==> config.mk <==
export PLATFORM = sky130hd
export DESIGN_NAME = fetch_unit
export DESIGN_NICKNAME = d
export VERILOG_FILES = /design/src/rtl/fetch_unit_pkg.sv /design/src/rtl/fetch_fifo.sv /design/src/rtl/fetch_unit.sv
export SDC_FILE = /design/constraint.sdc
export NUM_CORES = 1
export LEC_CHECK = 0
export BUFFER_PORTS_ARGS = -buffer_cell sky130_fd_sc_hd__buf_4
export CAP_MARGIN = 15
export CELL_PAD_IN_SITES_DETAIL_PLACEMENT = 1
export CELL_PAD_IN_SITES_GLOBAL_PLACEMENT = 2
export CORE_ASPECT_RATIO = 1.75
export CORE_MARGIN = 2
export CORE_UTILIZATION = 37
export DETAILED_ROUTE_END_ITERATION = 8
export MAX_ROUTING_LAYER = met4
export PLACE_DENSITY = 0.87
export SKIP_LAST_GASP = 1
export SYNTH_ARGS = -nofsm -noshare
export SYNTH_HDL_FRONTEND = slang
export SYNTH_SLANG_ARGS = --single-unit
==> constraint.sdc <==
create_clock -name clk -period 3.45 [get_ports clk]
set_clock_uncertainty 0.05 [all_clocks]
set_input_delay 0.345 -clock clk [delete_from_list [all_inputs] [get_ports clk]]
set_output_delay 0.345 -clock clk [all_outputs]
set_load 0.05 [all_outputs]
==> src/rtl/fetch_unit_pkg.sv <==
// Shared constants for the Hack instruction fetch path.
// Reused by the pc, ROM and fetch stage.
package fetch_unit_pkg;

    localparam int WORD_WIDTH  = 16;
    localparam int FETCH_DEPTH = 2;

    // Occupancy counter width: must represent 0..depth inclusive.
    function automatic int cnt_width(input int depth);
        return $clog2(depth) + 1;
    endfunction

endpackage

==> src/rtl/fetch_fifo.sv <==
// Small power-of-two FIFO holding {instruction, address} pairs.
// Flush is synchronous and clears pointers and occupancy.
module fetch_fifo
    import fetch_unit_pkg::*;
#(
    parameter int WIDTH = 2 * WORD_WIDTH,
    parameter int DEPTH = FETCH_DEPTH
) (
    input  logic                        clk,
    input  logic                        flush,
    input  logic                        push,
    input  logic                        pop,
    input  logic [WIDTH-1:0]            push_data,
    output logic [WIDTH-1:0]            head_data,
    output logic                        full,
    output logic                        empty,
    output logic [cnt_width(DEPTH)-1:0] count
);

    localparam int AW = $clog2(DEPTH);
    localparam int CW = cnt_width(DEPTH);

    logic [WIDTH-1:0] mem [DEPTH];
    logic [AW-1:0]    head;
    logic [AW-1:0]    tail;
    logic             do_pop;

    assign do_pop    = pop & ~empty;
    assign full      = (count == CW'(DEPTH));
    assign empty     = (count == '0);
    assign head_data = mem[head];

    always_ff @(posedge clk) begin
        if (flush) begin
            head  <= '0;
            tail  <= '0;
            count <= '0;
        end else begin
            if (push) begin
                tail <= tail + 1'b1;
            end
            if (do_pop) begin
                head <= head + 1'b1;
            end
            count <= count + CW'(push) - CW'(do_pop);
        end
    end

    // Storage needs no reset; occupancy gates what is visible.
    always_ff @(posedge clk) begin
        if (push && !flush) begin
            mem[tail] <= push_data;
        end
    end

endmodule

==> src/rtl/fetch_unit.sv <==
// Hack fetch stage: credit-based ROM reads into a tagged FIFO,
// presented to decode over valid/ready, flushed on redirect.
module fetch_unit
    import fetch_unit_pkg::*;
#(
    parameter int WIDTH = WORD_WIDTH,
    parameter int DEPTH = FETCH_DEPTH
) (
    input  logic             clk,
    input  logic             reset,
    input  logic [WIDTH-1:0] pc_addr,
    output logic             pc_inc,
    input  logic             redirect,
    output logic [WIDTH-1:0] rom_addr,
    input  logic [WIDTH-1:0] rom_data,
    output logic [WIDTH-1:0] instr,
    output logic [WIDTH-1:0] instr_addr,
    output logic             instr_valid,
    input  logic             instr_ready
);

    localparam int CW = cnt_width(DEPTH);
    localparam int EW = 2 * WIDTH;

    logic [CW-1:0]    count;
    logic             full;
    logic             empty;
    logic [EW-1:0]    head;
    logic [EW-1:0]    last;
    logic             inflight_v;
    logic [WIDTH-1:0] inflight_addr;
    logic             flush;
    logic             pop;
    logic             issue;
    logic [CW:0]      credit;

    assign flush       = reset | redirect;
    assign rom_addr    = pc_addr;
    assign instr_valid = ~empty & ~flush;
    assign pop         = instr_valid & instr_ready;

    // Slots committed after this cycle: buffered + returning - leaving.
    assign credit = {1'b0, count}
                  + (CW+1)'(inflight_v)
                  - (CW+1)'(pop);
    assign issue  = ~flush & (credit < (CW+1)'(DEPTH));
    assign pc_inc = issue;

    always_ff @(posedge clk) begin
        if (reset) begin
            inflight_v    <= 1'b0;
            inflight_addr <= '0;
        end else begin
            inflight_v <= issue;
            if (issue) begin
                inflight_addr <= pc_addr;
            end
        end
    end

    // Last transferred entry, shown while the FIFO is empty.
    always_ff @(posedge clk) begin
        if (reset) begin
            last <= '0;
        end else if (pop) begin
            last <= head;
        end
    end

    always_comb begin
        {instr, instr_addr} = empty ? last : head;
        if (reset) begin
            {instr, instr_addr} = '0;
        end
    end

    fetch_fifo #(
        .WIDTH (EW),
        .DEPTH (DEPTH)
    ) u_fifo (
        .clk       (clk),
        .flush     (flush),
        .push      (inflight_v),
        .pop       (pop),
        .push_data ({rom_data, inflight_addr}),
        .head_data (head),
        .full      (full),
        .empty     (empty),
        .count     (count)
    );

    assert property (@(posedge clk) disable iff (flush)
        !(inflight_v && full))
        else $error("fetch_unit: ROM return pushed into full FIFO");

endmodule
## After elaboration in Yosys (flattened, before gate mapping)

Memory sizes are Yosys's and may differ from the RTL's. A register that Yosys moved wholly into a read port is not among the register bits.
Index checks and enable logic that the tools add are counted.

| word-level totals | value |
|---|---|
| bits in registers | 53 |
| memory bits (writable) | 64 |
| input port bits | 36 |
| logic and storage cells | 31 |
| memories | 1 |

Memories:

| memory | depth | bits a word | read ports | clocked after Yosys merged registers in | wr ports | RTL line | RTL |
|---|---|---|---|---|---|---|---|
| u_fifo.mem | 2 | 32 | 1 | 1 | 1 | fetch_fifo.sv:23 | `logic [WIDTH-1:0] mem [DEPTH];` |

| operators by class | value |
|---|---|
| $add $sub $neg | 6 |
| order comparisons | 1 |
| multiplexer cells | 7 |
| bitwise gates (word level) | 7 |
| reductions and logical operators | 3 |

Operator list:

| cell | number |
|---|---|
| 16-bit two-way mux | 2 |
| 32-bit two-way mux | 1 |
| 1-bit bitwise AND | 4 |
| 1-bit two-way mux | 4 |
| 2-bit by 1-bit adder with 3-bit output | 1 |
| 3-bit by 2-bit < comparator with 1-bit output, second input constant | 1 |
| 3-bit by 1-bit subtractor with 3-bit output | 1 |
| 1-bit adder, second input constant | 2 |
| 2-bit by 1-bit adder with 2-bit output | 1 |
| 2-bit zero test | 1 |
| 1-bit NOT | 2 |
| 2-bit by 1-bit subtractor with 2-bit output | 1 |
| 1-bit logical AND | 1 |
| 1-bit zero test | 1 |
| 1-bit OR | 1 |

## Longest topological paths before layout

| depth | value |
|---|---|
| depth after elaboration | 7 |
| gate-level depth with buffers | 12 |

## Modules after synthesis

Synthesis repeated with hierarchy kept, for this count alone.

| unflattened totals | value |
|---|---|
| cell total of the unflattened synthesis | 432 |
| area, all modules | 5039.8 µm² |

Modules (own cells, without submodules):

| module | times used | cells an instance | area each (µm²) | seq. area each (µm²) |
|---|---|---|---|---|
| fetch_fifo | 1 | 123 | 2600.0 | 2021.9 |
| fetch_unit | 1 | 309 | 2439.8 | 980.9 |

## Least setup slack after synthesis

OpenSTA, ideal clock, no wires.

| path | value |
|---|---|
| kind | reg2out |
| from | register u_fifo.count[1] |
| to | output port pc_inc |
| arrival | 2672 ps |
| data required time | 3055 ps |
| slack | 383 ps |
| stages on the path, launching flop included | 12 |
| buffers on the path | 4 |
| cells stage by stage | dfxtp_1 or2_1 buf_6 clkbuf_1 and3_1 ha_1 nand2b_1 fa_1 xnor2_2 and3_1 buf_2 buf_6 |

| between the ends | value |
|---|---|
| cells in the longest elaborated chain, start to end | 7 |
| elaborated cells between the ends (all ways) | 8 |

Ends and longest elaborated chain:

| what | RTL line | RTL |
|---|---|---|
| start, declared | fetch_fifo.sv:17 | `output logic [cnt_width(DEPTH)-1:0] count` |
| start signal, assigned | fetch_fifo.sv:45 | `count <= count + CW'(push) - CW'(do_pop);` |
| 2-bit zero test | fetch_fifo.sv:30 | `assign empty = (count == '0);` |
| 1-bit NOT | fetch_unit.sv:39 | `assign instr_valid = ~empty & ~flush;` |
| 1-bit bitwise AND | fetch_unit.sv:39 |  |
| 1-bit bitwise AND | fetch_unit.sv:40 | `assign pop = instr_valid & instr_ready;` |
| 3-bit by 1-bit subtractor with 3-bit output * | fetch_unit.sv:45 | `- (CW+1)'(pop);` |
| 3-bit by 2-bit < comparator with 1-bit output * | fetch_unit.sv:46 | `assign issue = ~flush & (credit < (CW+1)'(DEPTH));` |
| 1-bit bitwise AND * | fetch_unit.sv:46 |  |
| end, declared | fetch_unit.sv:12 | `output logic pc_inc,` |

Every way passes the cells marked *; elsewhere a longest branch is shown, timed or not.

## Worst setup path in the final report

Ends and elaborated chain as after synthesis.

==> impl_metrics.tcl <==
set metrics [dict create \
    grt_max_degree 99 \
    via_per_inst 5.22 \
    clk_path_buf_depth 2 \
    synth_flop_cell "edfxtp_1" \
    min_period_over_period 0.952 \
    die_w_um 92.6 \
    drt_wl_total_mm 11.9 \
    status "completed" \
    cp.arrival_ps 2890 \
    multi_input_area_mm2 0.00176 \
    leakage_nw 2.13 \
    r2r_slack_ps 800 \
    worstHoldPathCells 1 \
    antenna_found_initial 0 \
    start_util 0.380 \
    slew_viol_final 0 \
    dr.pass1.iters 4 \
    power_per_cell_area_mw_per_mm2 569 \
    clockRootBuffer "clkbuf_16" \
    grt_pass1_vias 3720 \
    avgSynthCellArea_um2 12.4 \
    hold_path_class "input pin to flop" \
    finalSetupViolCount 0 \
    endpoint_kind "output pin" \
    pwr-share-seq 0.429 \
    htree_num_levels 4 \
    fin_setup_tns_ps 0 \
    place_hpwl_mm 7.33 \
    ctsHoldBuffers 0 \
    ir_worst_vdd_mv 0.303 \
    worstPathMaxFanout 17 \
    fillerInstances 1412 \
    ys_seq_area_frac 0.591 \
    drt-initial-drc-count 161 \
    antenna_cells 0 \
    gr-usage-all-layers 0.175 \
    synth_edf_count 64 \
    overflow 0 \
    nNetsFinal 509 \
    synthCells 410 \
    design_area_mm2 0.00631 \
    ctsResizeCount 1 \
    postSynthNetCount 450 \
    gp_congestion 0.725 \
    yosysUniqueCellTypes 26 \
    p_total_mw 3.59 \
    cp.required_ps 3050 \
    num_vias 3426 \
    yosysTopAreaCellShare 0.378 \
    drive_gt1_frac 0.336 \
    synthArstFlopShare 0 \
    rsz0062_at_grt "no" \
    numCtsBuffers 17 \
    regArea_mm2 0.00300 \
    ys_seq_elements 118 \
    detail-route-antenna-nets 0 \
    fp-row-count 56 \
    area_growth_pct 24.1 \
    sw_frac_of_total 0.224 \
    cts_sinks 118 \
    yosys.area.top_type "edfxtp_1" \
    critPathKind "flop to output pin" \
    cts_setup_buffers 0 \
    portBuffers 85 \
    drc 0 \
    clk-insertion-delay-late_ps 400 \
    die_area_mm2 0.0147 \
    yosysWarnings 0 \
    post_dp_cell_area_mm2 0.00571 \
    grt_pass1_wl_mm 19.3 \
    synth.most_common_cell "edfxtp_1" \
    slew-limit-headroom 0.335 \
    worst_slew_pin_slew_ps 998 \
    finalHoldViolCount 0 \
    io_pins 86 \
    p_int_mw 2.78 \
    wl_per_cell_um 18.1 \
    startpoint_type "flop" \
    ff2ff_path_depth 9 \
    die_h_um 159 \
    cap_violations 0 \
    fmax_mhz 305 \
    p_comb_frac 0.088 \
    clkTransAtPathRegs_ps 50 \
    switching_power_mw 0.804 \
    clockPowerShare 0.483 \
    synth_common_cells "edfxtp_1, dfxtp_1, a211oi_1" \
    netlist_area_mm2 0.00508 \
    period_needed_ps 3280 \
    core_mm2 0.0134 \
    synth.area.top_cells "edfxtp_1, dfxtp_1, a211oi_2" \
    cts_tree "yes" \
]
[power groups by stage]
stage | clock network [mW] | logic (mW) | registers (mW)
after detailed placement | 0 | 0.319 | 1.57
after floorplan | 0 | 0.226 | 1.56
after CTS | 1.77 | 0.321 | 1.54
final | 1.73 | 0.317 | 1.54
after global routing | 1.84 | 0.342 | 1.54
after global placement | 0 | 0.313 | 1.56
[final timing paths]
check | start | to
min reg2reg | inflight_addr[12]$_SDFFE_PP0P_ | u_fifo.mem[1][12]$_DFFE_PP_
min | rom_data[11] | u_fifo.mem[1][27]$_DFFE_PP_
max reg2reg | u_fifo.count[1]$_SDFF_PP0_ | u_fifo.count[1]$_SDFF_PP0_
max | u_fifo.count[1]$_SDFF_PP0_ | pc_inc
[worst max-delay path: stages (launching register included)]
cell and delay [ps]:
dfxtp_1 380, or2_4 280, and3_1 180, ha_1 270
nand2b_1 150, fa_1 410, xnor2_2 160, and3_2 400
buf_4 260
[registers in the layout, summed over array words and instances, names as in the netlist, named ones only]
register       count
last              32
inflight_addr     16
u_fifo.mem        64
u_fifo.count       2
u_fifo.head        1
inflight_v         1
u_fifo.tail        1
[metal layers]
metal	wire, um	track usage	part of all wire
met1	4670	0.187	0.39
met2	6690	0.309	0.56
met3	354	0.0398	0.030
met4	161	0.0672	0.014
met5	0	-	0
[stage by stage]
| step | utilization | std cells | setup slack [ps] | hold slack, ps |
|---|---|---|---|---|
| after floorplan | - | 410 | 383 | 372 |
| after global placement | 0.427 | 624 | 435 | 385 |
| after detailed placement | 0.427 | 624 | 342 | 392 |
| after CTS | 0.471 | 656 | 119 | 60.2 |
| after global routing | 0.471 | 656 | 24.9 | 57.3 |
| final | 0.471 | 656 | 167 | 79.6 |
[area by class of cell]
class | instances | area share
well taps | 174 | 0.0345
inverters | 2 | 0.00119
flip-flops and latches | 118 | 0.476
repair buffers | 96 | 0.114
multi-input cells | 234 | 0.280
clock inverters | 10 | 0.0204
clock buffers | 22 | 0.0736
[cells by family after synthesis]
| kind of cell | share of synthesized area |
|---|---|
| AO/OA/AOI/OAI | 0.178 |
| XOR/XNOR | 0.00838 |
| adder cells (fa/ha/maj) | 0.0113 |
| buffers and inverters | 0.0660 |
| flip-flops | 0.591 |
| multiplexers | 0.0670 |
| AND/OR/NAND/NOR | 0.0778 |
[cell usage in the layout (no fill, tap or decap)]
master | Yosys | layout
nand2b_1 | 17 | 17
nor3_1 | 1 | 1
buf_4 | 16 | 96
dfxtp_2 | 0 | 1
o21ai_0 | 16 | 16
xnor2_2 | 1 | 1
and3_1 | 5 | 2
fa_1 | 1 | 1
and3_2 | 0 | 3
ha_1 | 3 | 3
and2_1 | 3 | 3
clkinvlp_4 | 0 | 2
nand2_1 | 2 | 2
clkbuf_16 | 0 | 17
mux2i_1 | 34 | 34
clkbuf_1 | 23 | 3
a31oi_1 | 32 | 32
bufinv_16 | 0 | 3
a211oi_2 | 29 | 29
clkinv_1 | 0 | 1
xnor2_1 | 3 | 3
inv_1 | 2 | 2
dfxtp_1 | 54 | 53
or2_4 | 0 | 1
clkinv_2 | 0 | 4
nor2_1 | 34 | 32
nand3_1 | 16 | 16
edfxtp_1 | 64 | 64
clkbuf_8 | 0 | 2
nor2_4 | 0 | 2
nor3b_2 | 1 | 1
a211oi_1 | 35 | 35
(Power assumes the default switching activity.)
